## config.mk

```make
export PLATFORM = sky130hd
export DESIGN_NAME = coin_acceptor
export DESIGN_NICKNAME = d
export VERILOG_FILES = /design/src/rtl/coin_acceptor_pkg.sv /design/src/rtl/coin_acceptor_sync2.sv /design/src/rtl/coin_acceptor.sv
export SDC_FILE = /design/constraint.sdc
export NUM_CORES = 1
export LEC_CHECK = 0
export BUFFER_PORTS_ARGS = -buffer_cell sky130_fd_sc_hd__clkbuf_2
export CAP_MARGIN = 25
export CELL_PAD_IN_SITES_DETAIL_PLACEMENT = 0
export CELL_PAD_IN_SITES_GLOBAL_PLACEMENT = 1
export CORE_ASPECT_RATIO = 0.8
export CORE_UTILIZATION = 40
export CTS_CLUSTER_DIAMETER = 100
export CTS_CLUSTER_SIZE = 10
export DETAILED_ROUTE_END_ITERATION = 8
export HOLD_SLACK_MARGIN = 0.06
export PLACE_DENSITY = 0.74
export SYNTH_ARGS = -nofsm -noshare
export SYNTH_HDL_FRONTEND = slang
export SYNTH_SLANG_ARGS = --single-unit
```

## constraint.sdc

```tcl
create_clock -name clk -period 5.74 [get_ports clk]
set_input_delay 0.574 -clock clk [delete_from_list [all_inputs] [get_ports clk]]
set_output_delay 0.574 -clock clk [all_outputs]
set_load 0.005 [all_outputs]
```

## src/rtl/coin_acceptor_pkg.sv

```systemverilog
// -----------------------------------------------------------------------------
// coin_acceptor_pkg
//   Shared definitions for the coin acceptor front end and the vending FSM that
//   consumes its pulses: FSM state encodings (3 bits), coin-type codes and the
//   default debounce / lockout / counter-width values.
// -----------------------------------------------------------------------------
package coin_acceptor_pkg;

  localparam int DEBOUNCE_DEFAULT = 4;
  localparam int LOCKOUT_DEFAULT  = 8;
  localparam int CNT_W_DEFAULT    = 8;

  typedef enum logic [2:0] {
    ST_IDLE    = 3'd0,
    ST_QUALIFY = 3'd1,
    ST_EMIT    = 3'd2,
    ST_REJ     = 3'd3,
    ST_RELEASE = 3'd4,
    ST_LOCKOUT = 3'd5
  } state_e;

  typedef enum logic {
    COIN_Q = 1'b0,
    COIN_D = 1'b1
  } coin_e;

endpackage

```

## src/rtl/coin_acceptor_sync2.sv

```systemverilog
// -----------------------------------------------------------------------------
// coin_acceptor_sync2
//   1-bit two-flop synchroniser for an asynchronous sensor line. Both flops
//   reset to 0, so a line held high through reset release is seen as a fresh
//   rising edge.
// Ports:
//   clk      in   system clock, rising edge
//   rstn     in   asynchronous active-low reset
//   i_async  in   raw asynchronous input
//   o_sync   out  synchronised output (second flop)
// -----------------------------------------------------------------------------
module coin_acceptor_sync2 (
  input  logic clk,
  input  logic rstn,
  input  logic i_async,
  output logic o_sync
);

  logic r_s1;
  logic r_s2;

  // NOTE: sequential state is always assigned with <= so every flop samples
  // the pre-edge value of its source, independent of statement order.
  always_ff @(posedge clk or negedge rstn) begin
    if (!rstn) begin
      r_s1 <= 1'b0;
      r_s2 <= 1'b0;
    end else begin
      r_s1 <= i_async;
      r_s2 <= r_s1;
    end
  end

  assign o_sync = r_s2;

endmodule

```

## src/rtl/coin_acceptor.sv

```systemverilog
// -----------------------------------------------------------------------------
// coin_acceptor
//   Front end for the vending machine FSM. Synchronises and debounces the raw
//   quarter / dollar chute sensors and emits exactly one single-cycle credit
//   pulse per physical coin, or a reject pulse when both chutes fire or a coin
//   is disturbed by the other chute while qualifying. After every pulse the
//   chutes must read quiet for DEBOUNCE_CYCLES cycles, then a LOCKOUT_CYCLES
//   hold-off runs before the next coin is accepted.
//
// Parameters:
//   DEBOUNCE_CYCLES  stable samples needed to accept / release (1..255)
//   LOCKOUT_CYCLES   hold-off after release (1..255)
//   CNT_W            width of the internal counter and the coin counters
//
// Ports:
//   clk         in   system clock, rising edge
//   rstn        in   asynchronous active-low reset
//   coin_q_raw  in   raw quarter-chute sensor (async, active-high)
//   coin_d_raw  in   raw dollar-chute sensor (async, active-high)
//   quarter     out  one-cycle pulse per accepted quarter
//   dollar      out  one-cycle pulse per accepted dollar
//   reject      out  one-cycle pulse per rejected event
//   busy        out  high whenever the FSM is not in IDLE
//   coin_cnt    out  saturating count of credit pulses   (COIN_ACCEPTOR_COUNT_EN)
//   rej_cnt     out  saturating count of reject pulses   (COIN_ACCEPTOR_COUNT_EN)
//
// Configuration macro: COIN_ACCEPTOR_COUNT_EN adds the coin_cnt / rej_cnt
// ports and counters; without it they are absent.
// -----------------------------------------------------------------------------
module coin_acceptor
  import coin_acceptor_pkg::*;
#(
  parameter int DEBOUNCE_CYCLES = DEBOUNCE_DEFAULT,
  parameter int LOCKOUT_CYCLES  = LOCKOUT_DEFAULT,
  parameter int CNT_W           = CNT_W_DEFAULT
) (
  input  logic clk,
  input  logic rstn,
  input  logic coin_q_raw,
  input  logic coin_d_raw,
  output logic quarter,
  output logic dollar,
  output logic reject,
  output logic busy
`ifdef COIN_ACCEPTOR_COUNT_EN
  ,
  output logic [CNT_W-1:0] coin_cnt,
  output logic [CNT_W-1:0] rej_cnt
`endif
);

  localparam logic [CNT_W-1:0] CNT_ONE = CNT_W'(1);
  localparam logic [CNT_W-1:0] DEB_END = CNT_W'(DEBOUNCE_CYCLES - 1);
  localparam logic [CNT_W-1:0] LCK_END = CNT_W'(LOCKOUT_CYCLES - 1);

  // Synchronised sensor lines; the FSM never looks at the raw inputs.
  logic w_s2_q;
  logic w_s2_d;

  coin_acceptor_sync2 u_sync_q (
    .clk     (clk),
    .rstn    (rstn),
    .i_async (coin_q_raw),
    .o_sync  (w_s2_q)
  );

  coin_acceptor_sync2 u_sync_d (
    .clk     (clk),
    .rstn    (rstn),
    .i_async (coin_d_raw),
    .o_sync  (w_s2_d)
  );

  state_e           r_state;
  state_e           w_state_nxt;
  coin_e            r_type;
  coin_e            w_type_nxt;
  logic [CNT_W-1:0] r_cnt;
  logic [CNT_W-1:0] w_cnt_nxt;
  logic [CNT_W-1:0] w_cnt_inc;

  // Line of the latched coin type and the opposite chute.
  logic w_own;
  logic w_other;

  logic r_quarter;
  logic r_dollar;
  logic r_reject;
  logic r_busy;
  logic w_quarter_nxt;
  logic w_dollar_nxt;
  logic w_reject_nxt;
  logic w_busy_nxt;

  assign w_own     = (r_type == COIN_Q) ? w_s2_q : w_s2_d;
  assign w_other   = (r_type == COIN_Q) ? w_s2_d : w_s2_q;
  assign w_cnt_inc = (r_cnt == '1) ? r_cnt : r_cnt + CNT_ONE;

  // State register.
  always_ff @(posedge clk or negedge rstn) begin
    if (!rstn) begin
      r_state <= ST_IDLE;
      r_type  <= COIN_Q;
      r_cnt   <= '0;
    end else begin
      r_state <= w_state_nxt;
      r_type  <= w_type_nxt;
      r_cnt   <= w_cnt_nxt;
    end
  end

  // Next-state logic.
  // NOTE: every signal driven here gets a default first, so no path through
  // the case can leave it unassigned and infer a latch.
  always_comb begin
    w_state_nxt = r_state;
    w_type_nxt  = r_type;
    w_cnt_nxt   = r_cnt;
    case (r_state)
      ST_IDLE: begin
        if (w_s2_q && w_s2_d) begin
          w_state_nxt = ST_REJ;
        end else if (w_s2_q || w_s2_d) begin
          w_state_nxt = ST_QUALIFY;
          w_type_nxt  = w_s2_q ? COIN_Q : COIN_D;
          w_cnt_nxt   = '0;
        end
      end
      ST_QUALIFY: begin
        // A drop of the own line is a glitch; the other chute firing while
        // the own line is still high is interference and wins over EMIT.
        if (!w_own) begin
          w_state_nxt = ST_IDLE;
        end else if (w_other) begin
          w_state_nxt = ST_REJ;
        end else if (r_cnt == DEB_END) begin
          w_state_nxt = ST_EMIT;
        end else begin
          w_cnt_nxt = w_cnt_inc;
        end
      end
      ST_EMIT, ST_REJ: begin
        w_state_nxt = ST_RELEASE;
        w_cnt_nxt   = '0;
      end
      ST_RELEASE: begin
        // Both chutes must read low for DEBOUNCE_CYCLES consecutive samples.
        if (w_s2_q || w_s2_d) begin
          w_cnt_nxt = '0;
        end else if (r_cnt == DEB_END) begin
          w_state_nxt = ST_LOCKOUT;
          w_cnt_nxt   = '0;
        end else begin
          w_cnt_nxt = w_cnt_inc;
        end
      end
      ST_LOCKOUT: begin
        if (r_cnt == LCK_END) begin
          w_state_nxt = ST_IDLE;
          w_cnt_nxt   = '0;
        end else begin
          w_cnt_nxt = w_cnt_inc;
        end
      end
      default: begin
        w_state_nxt = ST_IDLE;
        w_cnt_nxt   = '0;
      end
    endcase
  end

  // Output logic: decoded from the next state so the registered outputs line
  // up with the state they describe.
  always_comb begin
    w_quarter_nxt = (w_state_nxt == ST_EMIT) && (w_type_nxt == COIN_Q);
    w_dollar_nxt  = (w_state_nxt == ST_EMIT) && (w_type_nxt == COIN_D);
    w_reject_nxt  = (w_state_nxt == ST_REJ);
    w_busy_nxt    = (w_state_nxt != ST_IDLE);
  end

  always_ff @(posedge clk or negedge rstn) begin
    if (!rstn) begin
      r_quarter <= 1'b0;
      r_dollar  <= 1'b0;
      r_reject  <= 1'b0;
      r_busy    <= 1'b0;
    end else begin
      r_quarter <= w_quarter_nxt;
      r_dollar  <= w_dollar_nxt;
      r_reject  <= w_reject_nxt;
      r_busy    <= w_busy_nxt;
    end
  end

  assign quarter = r_quarter;
  assign dollar  = r_dollar;
  assign reject  = r_reject;
  assign busy    = r_busy;

`ifdef COIN_ACCEPTOR_COUNT_EN
  logic [CNT_W-1:0] r_coin_cnt;
  logic [CNT_W-1:0] r_rej_cnt;

  // Counters follow the registered pulses, so they step one cycle later.
  always_ff @(posedge clk or negedge rstn) begin
    if (!rstn) begin
      r_coin_cnt <= '0;
      r_rej_cnt  <= '0;
    end else begin
      if ((r_quarter || r_dollar) && (r_coin_cnt != '1)) begin
        r_coin_cnt <= r_coin_cnt + CNT_ONE;
      end
      if (r_reject && (r_rej_cnt != '1)) begin
        r_rej_cnt <= r_rej_cnt + CNT_ONE;
      end
    end
  end

  assign coin_cnt = r_coin_cnt;
  assign rej_cnt  = r_rej_cnt;
`endif

endmodule

```

# ---- After elaboration in Yosys (flattened, before gate mapping)
# Cells that the tools add are included.
dict set report word_totals {
  ff_bits 20
  latchBits 0
  ramBits 0
  mem_bits_ro 0
  input_bits 4
  elab_cells 61
  mem_count 0
}
dict set report op_classes {
  addsub 1
  n_mul 0
  n_div 0
  magnitude_cmp 0
  n_eq_ne 15
  shift 0
  n_mux 25
  bitwise 1
  n_reduce_logical 8
}
# op n
set op_table {}
lappend op_table {{8-bit 2-to-1 mux} 9}
lappend op_table {{8-bit one-hot mux with 4 select lines} 1}
lappend op_table {{3-bit 2-to-1 mux} 8}
lappend op_table {{3-bit one-hot mux with 5 select lines} 1}
lappend op_table {{3-bit by 2-bit == test with 1-bit output (second input constant)} 4}
lappend op_table {{2-bit != test (second input constant)} 5}
lappend op_table {{8-bit by 1-bit adder with 8-bit output (second input constant)} 1}
lappend op_table {{8-bit by 2-bit == test with 1-bit output (second input constant)} 1}
lappend op_table {{8-bit by 3-bit == test with 1-bit output (second input constant)} 1}
lappend op_table {{8-bit == test (second input constant)} 1}
lappend op_table {{3-bit == test (second input constant)} 2}
lappend op_table {{1-bit 2-to-1 mux} 6}
lappend op_table {{5-bit AND reduction} 1}
lappend op_table {{3-bit by 1-bit == test with 1-bit output (second input constant)} 1}
lappend op_table {{1-bit logical AND} 3}
lappend op_table {{3-bit zero test} 1}
lappend op_table {{3-bit nonzero test} 1}
lappend op_table {{2-bit OR reduction} 1}
lappend op_table {{1-bit logical OR} 1}
lappend op_table {{1-bit NOT} 1}

# ---- Depth between registers and ports, before layout
dict set report logic_depth {
  ltp_word 7
  depth_mapped 7
  depth_no_buf 7
}

# ---- Hierarchy
# A second synthesis with hierarchy kept.
dict set report hier_totals {
  hier_cells 115
  hier_area_um2 1099.8
}
# mod n_inst cells_each area_per_inst_um2 seq_area_each_um2
set by_module_without_submodules {}
lappend by_module_without_submodules {coin_acceptor 1 111 999.7 400.4}
lappend by_module_without_submodules {coin_acceptor_sync2 2 2 50.0 50.0}

# ---- Least setup slack after synthesis
# No wires, ideal clock.
dict set report synth_timing {
  path_kind {flip-flop to flip-flop}
  startpoint {register r_cnt[0]}
  endpoint {register r_cnt[3]}
  setup_time_ns 0.078
  arrival_ns 1.756
  required_ns 5.662
  setup_slack_ns 3.906
  stages_incl_launch_ff 7
  path_buffers 0
  synth_period_minus_slack_ns 1.834
  path_cell_list {dfrtp_1 ha_1 nor2b_2 o211ai_2 a31oi_2 or4_1 a21oi_1}
}
dict set report synth_via {
  elab_chain_cells 6
}
# item line
set synth_rtl {}
lappend synth_rtl {{start, declared} coin_acceptor.sv:78} ;# logic [CNT_W-1:0] r_cnt;
lappend synth_rtl {{start signal, assigned} coin_acceptor.sv:108} ;# r_cnt <= w_cnt_nxt;
lappend synth_rtl {{8-bit by 1-bit adder with 8-bit output / 8-bit == test (equally long branches)} coin_acceptor.sv:97} ;# assign w_cnt_inc = (r_cnt == '1) ? r_cnt : r_cnt + CNT_ONE;
lappend synth_rtl {{8-bit 2-to-1 mux} coin_acceptor.sv:97}
lappend synth_rtl {{8-bit 2-to-1 mux} coin_acceptor.sv:136} ;# end else if (r_cnt == DEB_END) begin
lappend synth_rtl {{8-bit 2-to-1 mux} coin_acceptor.sv:134} ;# end else if (w_other) begin
lappend synth_rtl {{8-bit 2-to-1 mux} coin_acceptor.sv:132} ;# if (!w_own) begin
lappend synth_rtl {{8-bit one-hot mux with 4 select lines} coin_acceptor.sv:119} ;# case (r_state)
# Parallel ways exist; a longest one is shown, timed or not. The select of a mux whose other input is x is not followed.
# A chain may end at the register's enable or synchronous reset.

# ---- Final worst setup path
# Same ends and word-level chain as after synthesis.

==> results_dict.tcl <==
set metrics [dict create \
    skew_ns 0.00490 \
    drt_pass1_iterations 4 \
    timing.max_slew.rel_slack 0.663 \
    core_area_sq_um 2520 \
    synthesis.yosys.warnings 0 \
    placed_cell_area_sq_um 1130 \
    wire_length_of_the_first_global_routing_pass_mm 3.60 \
    chip_width_um 60.7 \
    grt.met1_usage 0.246 \
    p_clk_frac 0.157 \
    dominantRegCellSynth "dfrtp_1" \
    critPathMaxFanout 8 \
    num-nets-final 121 \
    synthToLayoutAreaGrowth_pct 5.56 \
    layout-drive-gt1-share 0.235 \
    largestRegisters "r_cnt x8, r_state x3" \
    totalNegativeSetupSlack_ns 0 \
    groute.layer.met2.usage 0.233 \
    post-route-cell-area_sq_um 1160 \
    timing.final.hold_violations 0 \
    worst_pin_slew_ns 0.505 \
    postRouteWirelength_mm 2.11 \
    grt_start_max_net_pins 21 \
    endpoint_kind "flop" \
    die_area_sq_um 2970 \
    synth.top_cell.area_share 0.454 \
    cts.htree.levels 1 \
    globalRoute.totalOverflow 0 \
    cellLeakagePower_uw 0.000485 \
    grt.total_usage 0.161 \
    portBuffers 7 \
    cts_resized 0 \
    route.antenna.remaining_nets 0 \
    synthTopCellsByArea "dfrtp_1 (45%), a21oi_1 (4.5%), nor2_1 (4.4%)" \
    fp-row-count 16 \
    route.detailed.drc 0 \
    finish_stage_setup_viols 0 \
    total_clock_buffers_created_by_cts 3 \
    worst_setup_sp_type "flop" \
    hold_path_class "input port to asynchronous set/reset pin" \
    post_synth_inst_count 110 \
    yosysUniqueCellTypes 40 \
    root_buffer "clkbuf_4" \
    grt_pass1_vias 788 \
    timing_max_transition_violations_final 0 \
    detail_route.wl_per_cell_um 13.9 \
    clockBufferDepth 2 \
    worst_skew_pair.late_latency_ns 0.29 \
    power.share.sequential 0.423 \
    drt-vias-per-instance 5.38 \
    globalRouteMet3Util 0.0477 \
    finalWorstPathRequiredPeriod_ns 2.04 \
    vias 813 \
    boundaryPins 8 \
    synth_area_leader_cell "dfrtp_1" \
    timing.final.crit_share 0.355 \
    outcome "finished, final reports clean" \
    cts_hold_repair.buffers 0 \
    p_int_uw 306 \
    syn_nets 115 \
    synthArstFlopShare 1.00 \
    clock.fmax_mhz 491 \
    post_synth_instance_area_sq_um 1100 \
    floorplan.initialDensity 0.437 \
    power_density_over_the_cells_nw_per_um2 439 \
    dp.final_hpwl_mm 1.49 \
    crit_required_ns 5.97 \
    layout.filler_cells 257 \
    power.share.switching 0.401 \
    finalPower_uw 511 \
    path_class "flop to flop" \
    setup_repair_after_global_routing_missed_its_margin "no" \
    largest_register_ff_count 8 \
    synth-seq-cells 20 \
    cts_tree "built" \
    ys_seq_area_frac 0.454 \
    top_register "r_cnt" \
    drtIter0Drc 29 \
    grt_antenna_before_repair 0 \
    finalWeightedCongestion 0.748 \
    grt.busiest_layer "met1" \
    vdd_ir_drop_max_mv 0.174 \
    ff2ff_setup_slack_ns 3.70 \
    power.share.combinational 0.420 \
    number_of_enable_flip_flop_cells_after_synthesis 0 \
    drv.max_cap_violation_count 0 \
    postSynthAreaPerCell_sq_um 10.0 \
    post-cts-setup-buffers 0 \
    clock_sinks 20 \
    worstPathArrival_ns 2.26 \
    die_h_um 49.0 \
    clkSlewWorstSetupHoldPaths_ns 0.11 \
    antenna_cells 0 \
    power.net_switching_uw 205 \
]
## through the flow
stage / hold slack [ns] / std cells / util / worst slack, ns
floorplan: 0.278 / 110 / - / 3.91
global placement: 0.333 / 147 / 0.447 / 3.78
detailed placement: 0.337 / 147 / 0.447 / 3.75
CTS: 0.236 / 151 / 0.461 / 3.71
global route: 0.251 / 151 / 0.461 / 3.59
finish: 0.222 / 151 / 0.461 / 3.70
## cells in the final DEF, fill, tap and decap left out, types with 2 or more instances in the layout
cell | Yosys | routed
mux2_2 | 2 | 2
nand3_1 | 2 | 2
a22o_1 | 3 | 3
nor2b_2 | 2 | 2
nor3_2 | 2 | 2
inv_1 | 6 | 6
nor2_1 | 13 | 13
a31o_2 | 3 | 3
or3_1 | 2 | 2
clkbuf_4 | 0 | 3
clkbuf_2 | 1 | 7
dfrtp_1 | 20 | 20
o21ai_0 | 6 | 6
nor3_1 | 4 | 4
nand2_1 | 4 | 4
a21oi_1 | 10 | 10
nand3_2 | 2 | 2
or4_1 | 2 | 2
## Yosys cell counts, drive strengths merged (2+ instances only)
master,number
a21oi,10
a22o,3
a31o,3
a31oi,2
buf,5
dfrtp,20
inv,6
mux2,2
nand2,4
nand3,4
nor2,13
nor2b,2
nor3,6
o21ai,7
or3,2
or4,2
## area by class of cell
cell class / instances / area [sq um] / area share
multi-input combinational: 78 / 524 / 0.451
clock buffer: 4 / 36.3 / 0.0312
tap: 36 / 45.0 / 0.0387
inverter: 6 / 22.5 / 0.0194
timing repair buffer: 7 / 35.0 / 0.0301
sequential: 20 / 500 / 0.430
## power by group through the flow
stage / Clock, uW / Sequential, uW / Combinational [uW]
6_report: 80.1 / 216 / 215
3_3_place_gp: 0 / 216 / 211
2_1_floorplan: 0 / 192 / 211
4_1_cts: 85.1 / 215 / 215
3_5_place_dp: 0 / 219 / 212
5_1_grt: 88.6 / 221 / 239
## logic make-up (layout without fill, tap and decap cells)
| family | Yosys count | after routing | synth area share |
|---|---|---|---|
| buf+inv | 12 | 17 | 0.0704 |
| compound gates | 35 | 35 | 0.235 |
| fa+ha+maj | 1 | 1 | 0.0113 |
| simple gates | 39 | 39 | 0.201 |
| xor+xnor | 1 | 1 | 0.00795 |
| flops | 20 | 20 | 0.454 |
| mux | 2 | 2 | 0.0204 |
## final timing paths
path                                    startpoint  depth (start not counted)                        end
setup / recovery              r_cnt[0]$_DFFE_PN0P_                          6       r_cnt[3]$_DFFE_PN0P_
hold / removal                                rstn                          1       r_cnt[5]$_DFFE_PN0P_
setup reg to reg              r_cnt[0]$_DFFE_PN0P_                          6       r_cnt[3]$_DFFE_PN0P_
hold reg to reg            u_sync_q.r_s1$_DFF_PN0_                          0  u_sync_q.o_sync$_DFF_PN0_
max in group asynchronous                     rstn                          1             busy$_DFF_PN0_
min in group clk           u_sync_q.r_s1$_DFF_PN0_                          0  u_sync_q.o_sync$_DFF_PN0_
## routing by layer
layer,share of wire,vias to the layer above
met1,0.55,391
li1,-,416
met2,0.43,6
met4,0,0
met5,0,-
met3,0.021,0
## worst max-delay path, stage by stage, from the launching register on
cell and delay, ns:
dfrtp_1 0.44, ha_1 0.29, nor2b_2 0.19, o211ai_2 0.16, a31oi_2 0.21, or4_1 0.51
a21oi_1 0.16
No activity file was read; power rests on OpenSTA's default activity.
